### src/rtl/cpu_dmem_axi_bridge_pkg.sv
// Shared encodings for the data-side AXI bridge: FSM states, AXI size and
// burst codes.
package cpu_dmem_axi_bridge_pkg;

  typedef enum logic [2:0] {
    BR_IDLE    = 3'd0,
    BR_RD_ADDR = 3'd1,
    BR_RD_DATA = 3'd2,
    BR_WR_REQ  = 3'd3,
    BR_WR_RESP = 3'd4,
    BR_DONE    = 3'd5
  } br_state_t;

  localparam logic [2:0] AXI_SIZE_BYTE  = 3'd0;
  localparam logic [2:0] AXI_SIZE_HALF  = 3'd1;
  localparam logic [2:0] AXI_SIZE_WORD  = 3'd2;
  localparam logic [1:0] AXI_BURST_INCR = 2'b01;

endpackage

### src/rtl/cpu_axi_size_enc.sv
// Byte-enable to AXI {size, low address offset} encoder. Single byte and
// aligned halfword masks get a narrow transfer; every other mask (including
// unaligned LWL/LWR masks and the empty mask) is issued as a full word at
// offset 0 and relies on the strobes.
module cpu_axi_size_enc
  import cpu_dmem_axi_bridge_pkg::*;
(
  input  logic [3:0] byteenable,
  output logic [2:0] size,
  output logic [1:0] offset
);

  // Decode the lane mask into transfer size and starting lane
  always_comb begin
    size   = AXI_SIZE_WORD;
    offset = 2'd0;
    case (byteenable)
      4'b0001: begin size = AXI_SIZE_BYTE; offset = 2'd0; end
      4'b0010: begin size = AXI_SIZE_BYTE; offset = 2'd1; end
      4'b0100: begin size = AXI_SIZE_BYTE; offset = 2'd2; end
      4'b1000: begin size = AXI_SIZE_BYTE; offset = 2'd3; end
      4'b0011: begin size = AXI_SIZE_HALF; offset = 2'd0; end
      4'b1100: begin size = AXI_SIZE_HALF; offset = 2'd2; end
      default: begin size = AXI_SIZE_WORD; offset = 2'd0; end
    endcase
  end

endmodule

### src/rtl/cpu_dmem_axi_bridge.sv
// MEM-stage data responder: turns one word-aligned load/store request into a
// single-beat AXI3 read or write and stalls the pipeline until it completes.
// The DONE state keeps the still-present request from being reissued while
// another stall source holds the pipeline.
module cpu_dmem_axi_bridge
  import cpu_dmem_axi_bridge_pkg::*;
#(
  parameter logic [3:0] AXI_ID = 4'd1
) (
  input  logic        clk,
  input  logic        rst,
  input  logic [31:0] mem_addr,
  input  logic        mem_read,
  input  logic        mem_write,
  input  logic [31:0] mem_wdata,
  input  logic [3:0]  mem_byteenable,
  input  logic        pipe_hold,
  output logic [31:0] mem_rdata,
  output logic        stall_req_mem,
  output logic [31:0] araddr,
  output logic [2:0]  arsize,
  output logic        arvalid,
  output logic [3:0]  arlen,
  output logic [1:0]  arburst,
  input  logic        arready,
  input  logic [31:0] rdata,
  input  logic [1:0]  rresp,
  input  logic        rlast,
  input  logic        rvalid,
  output logic        rready,
  output logic [31:0] awaddr,
  output logic [2:0]  awsize,
  output logic        awvalid,
  output logic [3:0]  awlen,
  output logic [1:0]  awburst,
  input  logic        awready,
  output logic [31:0] wdata,
  output logic [3:0]  wstrb,
  output logic        wlast,
  output logic        wvalid,
  input  logic        wready,
  input  logic [1:0]  bresp,
  input  logic        bvalid,
  output logic        bready,
  output logic [3:0]  arid,
  output logic [3:0]  awid,
  output logic [3:0]  wid,
  output logic [1:0]  arlock,
  output logic [3:0]  arcache,
  output logic [2:0]  arprot,
  output logic [1:0]  awlock,
  output logic [3:0]  awcache,
  output logic [2:0]  awprot,
  input  logic [3:0]  rid,
  input  logic [3:0]  bid
);

  br_state_t   state_r;
  logic [31:0] addr_r;
  logic [2:0]  size_r;
  logic [31:0] wdata_r;
  logic [3:0]  wstrb_r;
  logic        arvalid_r;
  logic        rready_r;
  logic        awvalid_r;
  logic        wvalid_r;
  logic        bready_r;
  logic        aw_done_r;
  logic        w_done_r;
  logic [31:0] mem_rdata_r;

  logic [2:0]  enc_size_s;
  logic [1:0]  enc_offset_s;
  logic [31:0] req_addr_s;
  logic        aw_done_next_s;
  logic        w_done_next_s;

  // Response codes, IDs and the always-zero address bits carry no information here
  logic        unused_s;
  assign unused_s = ^{rresp, bresp, rid, bid, mem_addr[1:0]};

  cpu_axi_size_enc u_size_enc (
    .byteenable (mem_byteenable),
    .size       (enc_size_s),
    .offset     (enc_offset_s)
  );

  assign req_addr_s = {mem_addr[31:2], enc_offset_s};

  // Per-channel completion of the write address and write data handshakes
  always_comb begin
    aw_done_next_s = aw_done_r | (awvalid_r & awready);
    w_done_next_s  = w_done_r  | (wvalid_r  & wready);
  end

  // Stall while a request is pending or in flight; release in DONE
  always_comb begin
    stall_req_mem = 1'b0;
    case (state_r)
      BR_IDLE:    stall_req_mem = mem_read | mem_write;
      BR_RD_ADDR: stall_req_mem = 1'b1;
      BR_RD_DATA: stall_req_mem = 1'b1;
      BR_WR_REQ:  stall_req_mem = 1'b1;
      BR_WR_RESP: stall_req_mem = 1'b1;
      BR_DONE:    stall_req_mem = 1'b0;
      default:    stall_req_mem = 1'b0;
    endcase
  end

  // Transaction FSM with registered channel controls and request latches
  always_ff @(posedge clk or posedge rst) begin
    if (rst) begin
      state_r     <= BR_IDLE;
      addr_r      <= 32'h0000_0000;
      size_r      <= 3'd0;
      wdata_r     <= 32'h0000_0000;
      wstrb_r     <= 4'b0000;
      arvalid_r   <= 1'b0;
      rready_r    <= 1'b0;
      awvalid_r   <= 1'b0;
      wvalid_r    <= 1'b0;
      bready_r    <= 1'b0;
      aw_done_r   <= 1'b0;
      w_done_r    <= 1'b0;
      mem_rdata_r <= 32'h0000_0000;
    end else begin
      case (state_r)
        BR_IDLE: begin
          if (mem_write) begin
            addr_r    <= req_addr_s;
            size_r    <= enc_size_s;
            wdata_r   <= mem_wdata;
            wstrb_r   <= mem_byteenable;
            awvalid_r <= 1'b1;
            wvalid_r  <= 1'b1;
            aw_done_r <= 1'b0;
            w_done_r  <= 1'b0;
            state_r   <= BR_WR_REQ;
          end else if (mem_read) begin
            addr_r    <= req_addr_s;
            size_r    <= enc_size_s;
            wdata_r   <= mem_wdata;
            wstrb_r   <= mem_byteenable;
            arvalid_r <= 1'b1;
            state_r   <= BR_RD_ADDR;
          end else begin
            state_r   <= BR_IDLE;
          end
        end
        BR_RD_ADDR: begin
          if (arready) begin
            arvalid_r <= 1'b0;
            rready_r  <= 1'b1;
            state_r   <= BR_RD_DATA;
          end
        end
        BR_RD_DATA: begin
          if (rvalid && rlast) begin
            rready_r    <= 1'b0;
            mem_rdata_r <= rdata;
            state_r     <= BR_DONE;
          end
        end
        BR_WR_REQ: begin
          if (aw_done_next_s && w_done_next_s) begin
            awvalid_r <= 1'b0;
            wvalid_r  <= 1'b0;
            aw_done_r <= 1'b0;
            w_done_r  <= 1'b0;
            bready_r  <= 1'b1;
            state_r   <= BR_WR_RESP;
          end else begin
            awvalid_r <= ~aw_done_next_s;
            wvalid_r  <= ~w_done_next_s;
            aw_done_r <= aw_done_next_s;
            w_done_r  <= w_done_next_s;
          end
        end
        BR_WR_RESP: begin
          if (bvalid) begin
            bready_r <= 1'b0;
            state_r  <= BR_DONE;
          end
        end
        BR_DONE: begin
          if (!pipe_hold) begin
            state_r <= BR_IDLE;
          end
        end
        default: begin
          arvalid_r <= 1'b0;
          rready_r  <= 1'b0;
          awvalid_r <= 1'b0;
          wvalid_r  <= 1'b0;
          bready_r  <= 1'b0;
          aw_done_r <= 1'b0;
          w_done_r  <= 1'b0;
          state_r   <= BR_IDLE;
        end
      endcase
    end
  end

  assign mem_rdata = mem_rdata_r;

  assign araddr  = addr_r;
  assign arsize  = size_r;
  assign arlen   = 4'd0;
  assign arburst = AXI_BURST_INCR;
  assign arvalid = arvalid_r;
  assign arid    = AXI_ID;
  assign arlock  = 2'b00;
  assign arcache = 4'b0000;
  assign arprot  = 3'b000;
  assign rready  = rready_r;

  assign awaddr  = addr_r;
  assign awsize  = size_r;
  assign awlen   = 4'd0;
  assign awburst = AXI_BURST_INCR;
  assign awvalid = awvalid_r;
  assign awid    = AXI_ID;
  assign awlock  = 2'b00;
  assign awcache = 4'b0000;
  assign awprot  = 3'b000;

  assign wdata   = wdata_r;
  assign wstrb   = wstrb_r;
  assign wlast   = 1'b1;
  assign wvalid  = wvalid_r;
  assign wid     = AXI_ID;
  assign bready  = bready_r;

endmodule

### config.mk
export PLATFORM = sky130hd
export DESIGN_NAME = cpu_dmem_axi_bridge
export DESIGN_NICKNAME = d
export VERILOG_FILES = /design/src/rtl/cpu_dmem_axi_bridge_pkg.sv /design/src/rtl/cpu_axi_size_enc.sv /design/src/rtl/cpu_dmem_axi_bridge.sv
export SDC_FILE = /design/constraint.sdc
export NUM_CORES = 1
export LEC_CHECK = 0
export BUFFER_PORTS_ARGS = -buffer_cell sky130_fd_sc_hd__buf_2
export CORE_AREA = 2 2 120 122
export CTS_BUF_LIST = sky130_fd_sc_hd__clkbuf_8
export DETAILED_ROUTE_END_ITERATION = 8
export DIE_AREA = 0 0 122 124
export PLACE_DENSITY = 0.72
export SYNTH_ARGS = -nofsm -noshare
export SYNTH_HDL_FRONTEND = slang
export SYNTH_SLANG_ARGS = --single-unit
### constraint.sdc
create_clock -name clk -period 4 [get_ports clk]
set_clock_uncertainty 0.2 [all_clocks]
set_input_delay 0.4 -clock clk [delete_from_list [all_inputs] [get_ports clk]]
set_output_delay 0.4 -clock clk [all_outputs]
set_load 0.01 [all_outputs]
After elaboration in Yosys (flattened, before gate mapping)
Cells that the tools add are included.
{"block": "op_classes", "addsub": 0, "mul": 0, "div_mod_pow": 0, "magnitude_cmp": 0, "eq_ne": 19, "shifts": 0, "n_mux": 39, "n_bitwise": 11, "reduce_logical": 19}
{"operator": "32-bit two-way mux", "n": 4}
{"operator": "4-bit OR reduction", "n": 6}
{"operator": "3-bit two-way mux", "n": 7}
{"operator": "1-bit one-hot mux with 3 select lines", "n": 7}
{"operator": "3-bit one-hot mux with 6 select lines", "n": 1}
{"operator": "2-bit != test (second input constant)", "n": 8}
{"operator": "1-bit two-way mux", "n": 14}
{"operator": "4-bit by 2-bit equality test with 1-bit output (second input constant)", "n": 2}
{"operator": "4-bit equality test (second input constant)", "n": 2}
{"operator": "4-bit two-way mux", "n": 2}
{"operator": "3-bit by 2-bit equality test with 1-bit output (second input constant)", "n": 2}
{"operator": "3-bit equality test (second input constant)", "n": 2}
{"operator": "1-bit inverter", "n": 6}
{"operator": "2-bit one-hot mux with 3 select lines", "n": 1}
{"operator": "2-bit AND reduction", "n": 3}
{"operator": "3-bit AND reduction", "n": 2}
{"operator": "5-bit AND reduction", "n": 1}
{"operator": "4-bit by 1-bit equality test with 1-bit output (second input constant)", "n": 1}
{"operator": "4-bit by 3-bit equality test with 1-bit output (second input constant)", "n": 1}
{"operator": "2-bit one-hot mux with 2 select lines", "n": 1}
{"operator": "4-bit AND reduction", "n": 1}
{"operator": "2-bit OR reduction", "n": 2}
{"operator": "3-bit by 1-bit equality test with 1-bit output (second input constant)", "n": 1}
{"operator": "3-bit zero test", "n": 1}
{"operator": "6 further kinds", "n": 10}
{"block": "totals", "reg_bits": 113, "latch_bits": 0, "ramBits": 0, "romBits": 0, "out_inout_bits": 187, "word_cells": 101, "memories": 0}

Longest topological paths before layout
{"block": "depth", "depth_word": 5, "mapped_depth": 8}

Cells and area by module
Synthesis repeated with hierarchy kept, for this count alone.
{"block": "hier_totals", "hier_cells": 382, "area_unflattened_um2": 5170.0}
{"mod": "cpu_dmem_axi_bridge", "instances": 1, "cells_per_inst": 372, "area_each_um2": 5104.9, "seq_area_each_um2": 2827.7}
{"mod": "cpu_axi_size_enc", "instances": 1, "cells_per_inst": 10, "area_each_um2": 65.1, "seq_area_each_um2": 0.0}

Worst setup path before layout
OpenSTA, ideal clock, no wires.
{"block": "synth_path", "kind": "register to register", "startpoint": "register state_r[2]", "endpoint": "register arvalid_r, in the netlist arvalid", "setup_time_ns": 0.131, "arrival_ns": 1.502, "required_time_ns": 3.669, "setup_slack_ns": 2.167, "stages_incl_launch_ff": 8, "n_path_buf": 2, "path_cell_list": "dfrtp_1 > buf_4 > clkbuf_1 > inv_1 > ha_1 > a21oi_1 > mux2i_1 > o41ai_1"}
{"block": "synth_via", "elab_chain_len": 4, "word_cells_on_any_way": 13, "cone_classes": "eq/ne (8); mux (1); bitwise (1); reduce/logical (3)"}
{"element": "start, declared", "line_no": "cpu_dmem_axi_bridge.sv:58", "text": "br_state_t state_r;"}
{"element": "start signal, assigned", "line_no": "cpu_dmem_axi_bridge.sv:113", "text": "state_r <= BR_IDLE;"}
{"element": "start signal, assigned", "line_no": "cpu_dmem_axi_bridge.sv:138", "text": "state_r <= BR_WR_REQ;"}
{"element": "start signal, assigned", "line_no": "cpu_dmem_axi_bridge.sv:145", "text": "state_r <= BR_RD_ADDR;"}
{"element": "3-bit equality test or 3-bit by 2-bit equality test with 1-bit output (tied branches)", "line_no": "cpu_dmem_axi_bridge.sv:127", "text": "case (state_r)"}
{"element": "4-bit OR reduction (no line)"}
{"element": "1-bit inverter (no line)"}
{"element": "4-bit AND reduction (no line)"}
{"element": "end signal, assigned", "line_no": "cpu_dmem_axi_bridge.sv:118", "text": "arvalid_r <= 1'b0;"}
{"element": "end signal, assigned", "line_no": "cpu_dmem_axi_bridge.sv:144", "text": "arvalid_r <= 1'b1;"}
{"element": "end signal, assigned", "line_no": "cpu_dmem_axi_bridge.sv:152", "text": "arvalid_r <= 1'b0;"}
{"element": "end, declared", "line_no": "cpu_dmem_axi_bridge.sv:63", "text": "logic arvalid_r;"}
Parallel ways exist; a longest one is shown, timed or not.
A chain may end at the register's enable or synchronous reset.

Worst setup path in the final report
{"block": "layout_path", "startpoint": "register state_r[2]", "endpoint": "register mem_rdata_r[24], in the netlist mem_rdata[24]"}
{"block": "layout_via", "elab_chain_len": 2}
{"element": "3-bit by 2-bit equality test with 1-bit output", "line_no": "cpu_dmem_axi_bridge.sv:127"}
{"element": "2-bit AND reduction (no line)"}
{"element": "end signal, assigned", "line_no": "cpu_dmem_axi_bridge.sv:160", "text": "mem_rdata_r <= rdata;"}
{"element": "end, declared", "line_no": "cpu_dmem_axi_bridge.sv:70", "text": "logic [31:0] mem_rdata_r;"}
No other way between the ends.

==> metrics.md <==
| Metric | Value |
|---|---|
| Async SR Flop Fraction | 100% |
| Wire length on met2 | 6350 microns |
| Initial core utilization | 37.3% |
| Uppermost routed layer | met4 |
| Initial antenna violation count | 0 |
| Mapped Area | 5110 sq um |
| RSZ-0062 raised after global routing | false |
| Area leader, netlist | dfrtp_1 |
| CP max stage delay | 0.59 ns |
| Post-synth EDFFs | 0 |
| Top FF cell, synth | dfrtp_1 |
| Setup TNS Final | 0 ns |
| Status | finished, final reports clean |
| Final Max Slew Viols | 0 |
| Initial drt markers | 146 |
| M1 wire length | 5070 microns |
| Area growth, synth to finish | 33.4% |
| GRT overflow | 0 |
| Worst-path clk slew | 0.10 ns |
| Final Hold Fails | 0 |
| Final critical-path share of the clock period | 57.9% |
| Worst-path cell chain | and2b_2, nand4_4, mux2_1 |
| WL/cell | 12.9 microns |
| Achievable clock frequency | 0.432 GHz |
| Post-route ant nets | 0 |
| Cts hold-fix bufs | a little over 50 |
| Vias in the first global route | 3864 |
| GRT Util Overall | 16.1% |
| Overall routed net length | between 10000 and 15000 microns |
| Seq/Total Area, Yosys | 54.8% |
| Netlist cell types | 38 |
| Longest Clk Path Bufs | 2 |
| Nets@finish | 906 |
| H-tree levels | 3 |
| Final core occ | 49.7% |
| Worst hold start | mem_addr[23] |
| Lkg Pwr | 3.84 nW |
| Met3 wire len | 839 microns |
| TritonCTS clock tree | built |
| Tmin final | 2.32 ns |
| CP max stage cell | dfrtp_1 |
| Slew Limit Headroom | 25.0% |
| CTS buffer count | 9 |
| Synth warnings | 0 |
| Startpoint Class | flop |
| Worst-Margin Slew | 1.12 ns |
| PD cells | 734 nW/um^2 |
| Critical path class | flop to flop |
| Rows | 43 |
| Setup bufs post-CTS | 0 |
| VDD IR-drop max | 0.313 mV |
| Drt first pass iters | 4 |
| Die span in y | 124 microns |
| Pin count of the biggest net entering global routing | 69 |
| Synth top area share | 54.8% |
| Synth top area cells | dfrtp_1 55%, nand2_1 16%, buf_4 12% |
| Final routed DRC violation total | 0 |
| Post-Synthesis Cells | 524 |
| # resized after CTS | 0 |
| GPL Wtd Cong | 0.745 |
| Crit path max fanout | 32 |
| Die width | approximately 120 microns |
| Crit path from | state_r[2] |
| Clk_lat worst skew | 0.36 ns |
| Share of cells above drive strength 1 | 38.7% |
| Overall die area | 15100 sq um |
| Worst min-delay path class | primary input to flop |
| Critical Path RT | between 4 and 5 ns |
| Antenna cells | 0 |
| Via density | 4.38 |
| Clock root buffer | clkbuf_8 |
| Worst setup EP type | flop |
| Syn avg cell area | a little under 10 sq um |
| IO Port Bufs | 250 |
| Core box area | 13700 sq um |
| Max cap viols | 0 |
| Post-synthesis register bit count | 112 |
| First-pass GRT wire length | 19100 microns |
| IO Count | between 300 and 400 |
| # setup viols final | 0 |
| Final HPWL DP | about 8500 microns |
| Worst path arrival time | 2.38 ns |
| R2R Path Start | state_r[2] |
| Clk sinks | 112 |
| Vias | approximately 4.2k |
==> logic make-up (layout without fill, tap and decap cells) <==
| family | count (synthesis) | after routing | synth area share (%) |
|---|---|---|---|
| compound gates | 34 | 34 | 4.38 |
| xor+xnor | 2 | 2 | 0.343 |
| fa+ha+maj | 2 | 2 | 0.489 |
| buf+inv | 106 | 324 | 14.2 |
| flops | 112 | 112 | 54.8 |
| mux | 35 | 35 | 7.63 |
| other cells | 2 | 45 | 0.147 |
| simple gates | 231 | 231 | 18.0 |
==> Yosys cell counts (3+ instances only) <==
cell,number
mux2_2,30
o21ai_0,8
buf_4,83
mux2i_1,3
buf_2,3
clkbuf_1,12
nand3_1,5
dfrtp_1,112
a21oi_1,7
inv_1,4
nor2_1,6
o41ai_1,3
nand2_1,212
o2bb2ai_1,3
==> layer usage <==
metal	vias to the layer above	track usage, %
met5	-	0
met4	0	6.11
met3	16	3.57
met2	175	27.7
met1	1978	19.8
li1	2057	-
==> per-stage QoR <==
stage	setup slack, ns	area [sq um]	hold slack, ns	instances	total power, mW
floorplan	0.441	5280	0.257	567	3.55
global placement	1.57	6090	0.253	899	4.21
detailed placement	1.56	6090	0.257	899	4.27
CTS	1.66	6820	0.000320	965	5.06
global route	1.56	6820	0.0107	965	5.44
finish	1.68	6820	0.0276	965	5.01
==> report_power, final <==
part	internal, mW	total, mW	switching, mW
Combinational	0.949	2.25	1.30
Clock	0.367	0.741	0.374
Sequential	1.67	2.02	0.353
==> worst max-delay path: cells and delay by family, from the launching register on <==
| kind | cells | cell delay [ns] |
|---|---|---|
| and+or+nand+nor | 2 | 0.89 |
| DFF | 1 | 0.59 |
| muxes | 1 | 0.53 |
==> worst paths after layout <==
| path | endpoint | slack, ns | cells past startpoint |
|---|---|---|---|
| setup / recovery | mem_rdata[24] | 1.68 | 3 |
| hold / removal | araddr[23] | 0.03 | 3 |
| setup reg to reg | mem_rdata[24] | 1.68 | 3 |
| hold reg to reg | wdata[23] | 0.27 | 2 |
| max in group asynchronous | wdata[7] | 2.40 | 4 |
| min in group asynchronous | mem_rdata[27] | 0.44 | 3 |
==> cell usage in the layout, fill, tap and decap left out, types with 3 or more instances in the layout <==
cell and count:
mux2i_1 3, nand2_1 212, inv_1 3, o41ai_1 3
buf_2 250, nor2_1 6, mux2_2 30, clkbuf_8 10
conb_1 45, o21ai_0 8, a21oi_1 7, dfrtp_1 112
o2bb2ai_1 3, nand3_1 5, dlygate4sd3_1 51
==> flip-flops by register name (all words and copies together), names as in the netlist <==
signal,count
wvalid,1
aw_done_r,1
state_r,3
araddr,32
bready,1
awvalid,1
arsize,2
rready,1
arvalid,1
wstrb,4
w_done_r,1
wdata,32
mem_rdata,32
==> area by class of cell <==
type / instances / area, sq um
Clock buffer: 10 / 138
Multi-Input combinational cell: 349 / 1760
Clock inverter: 5 / 81.3
Inverter: 5 / 21.3
Tap cell: 180 / 225
Sequential cell: 112 / 2800
Timing Repair Buffer: 304 / 1800
Fill cell: 1229 / 6900
Note: power is estimated with default switching activity, not from simulation.
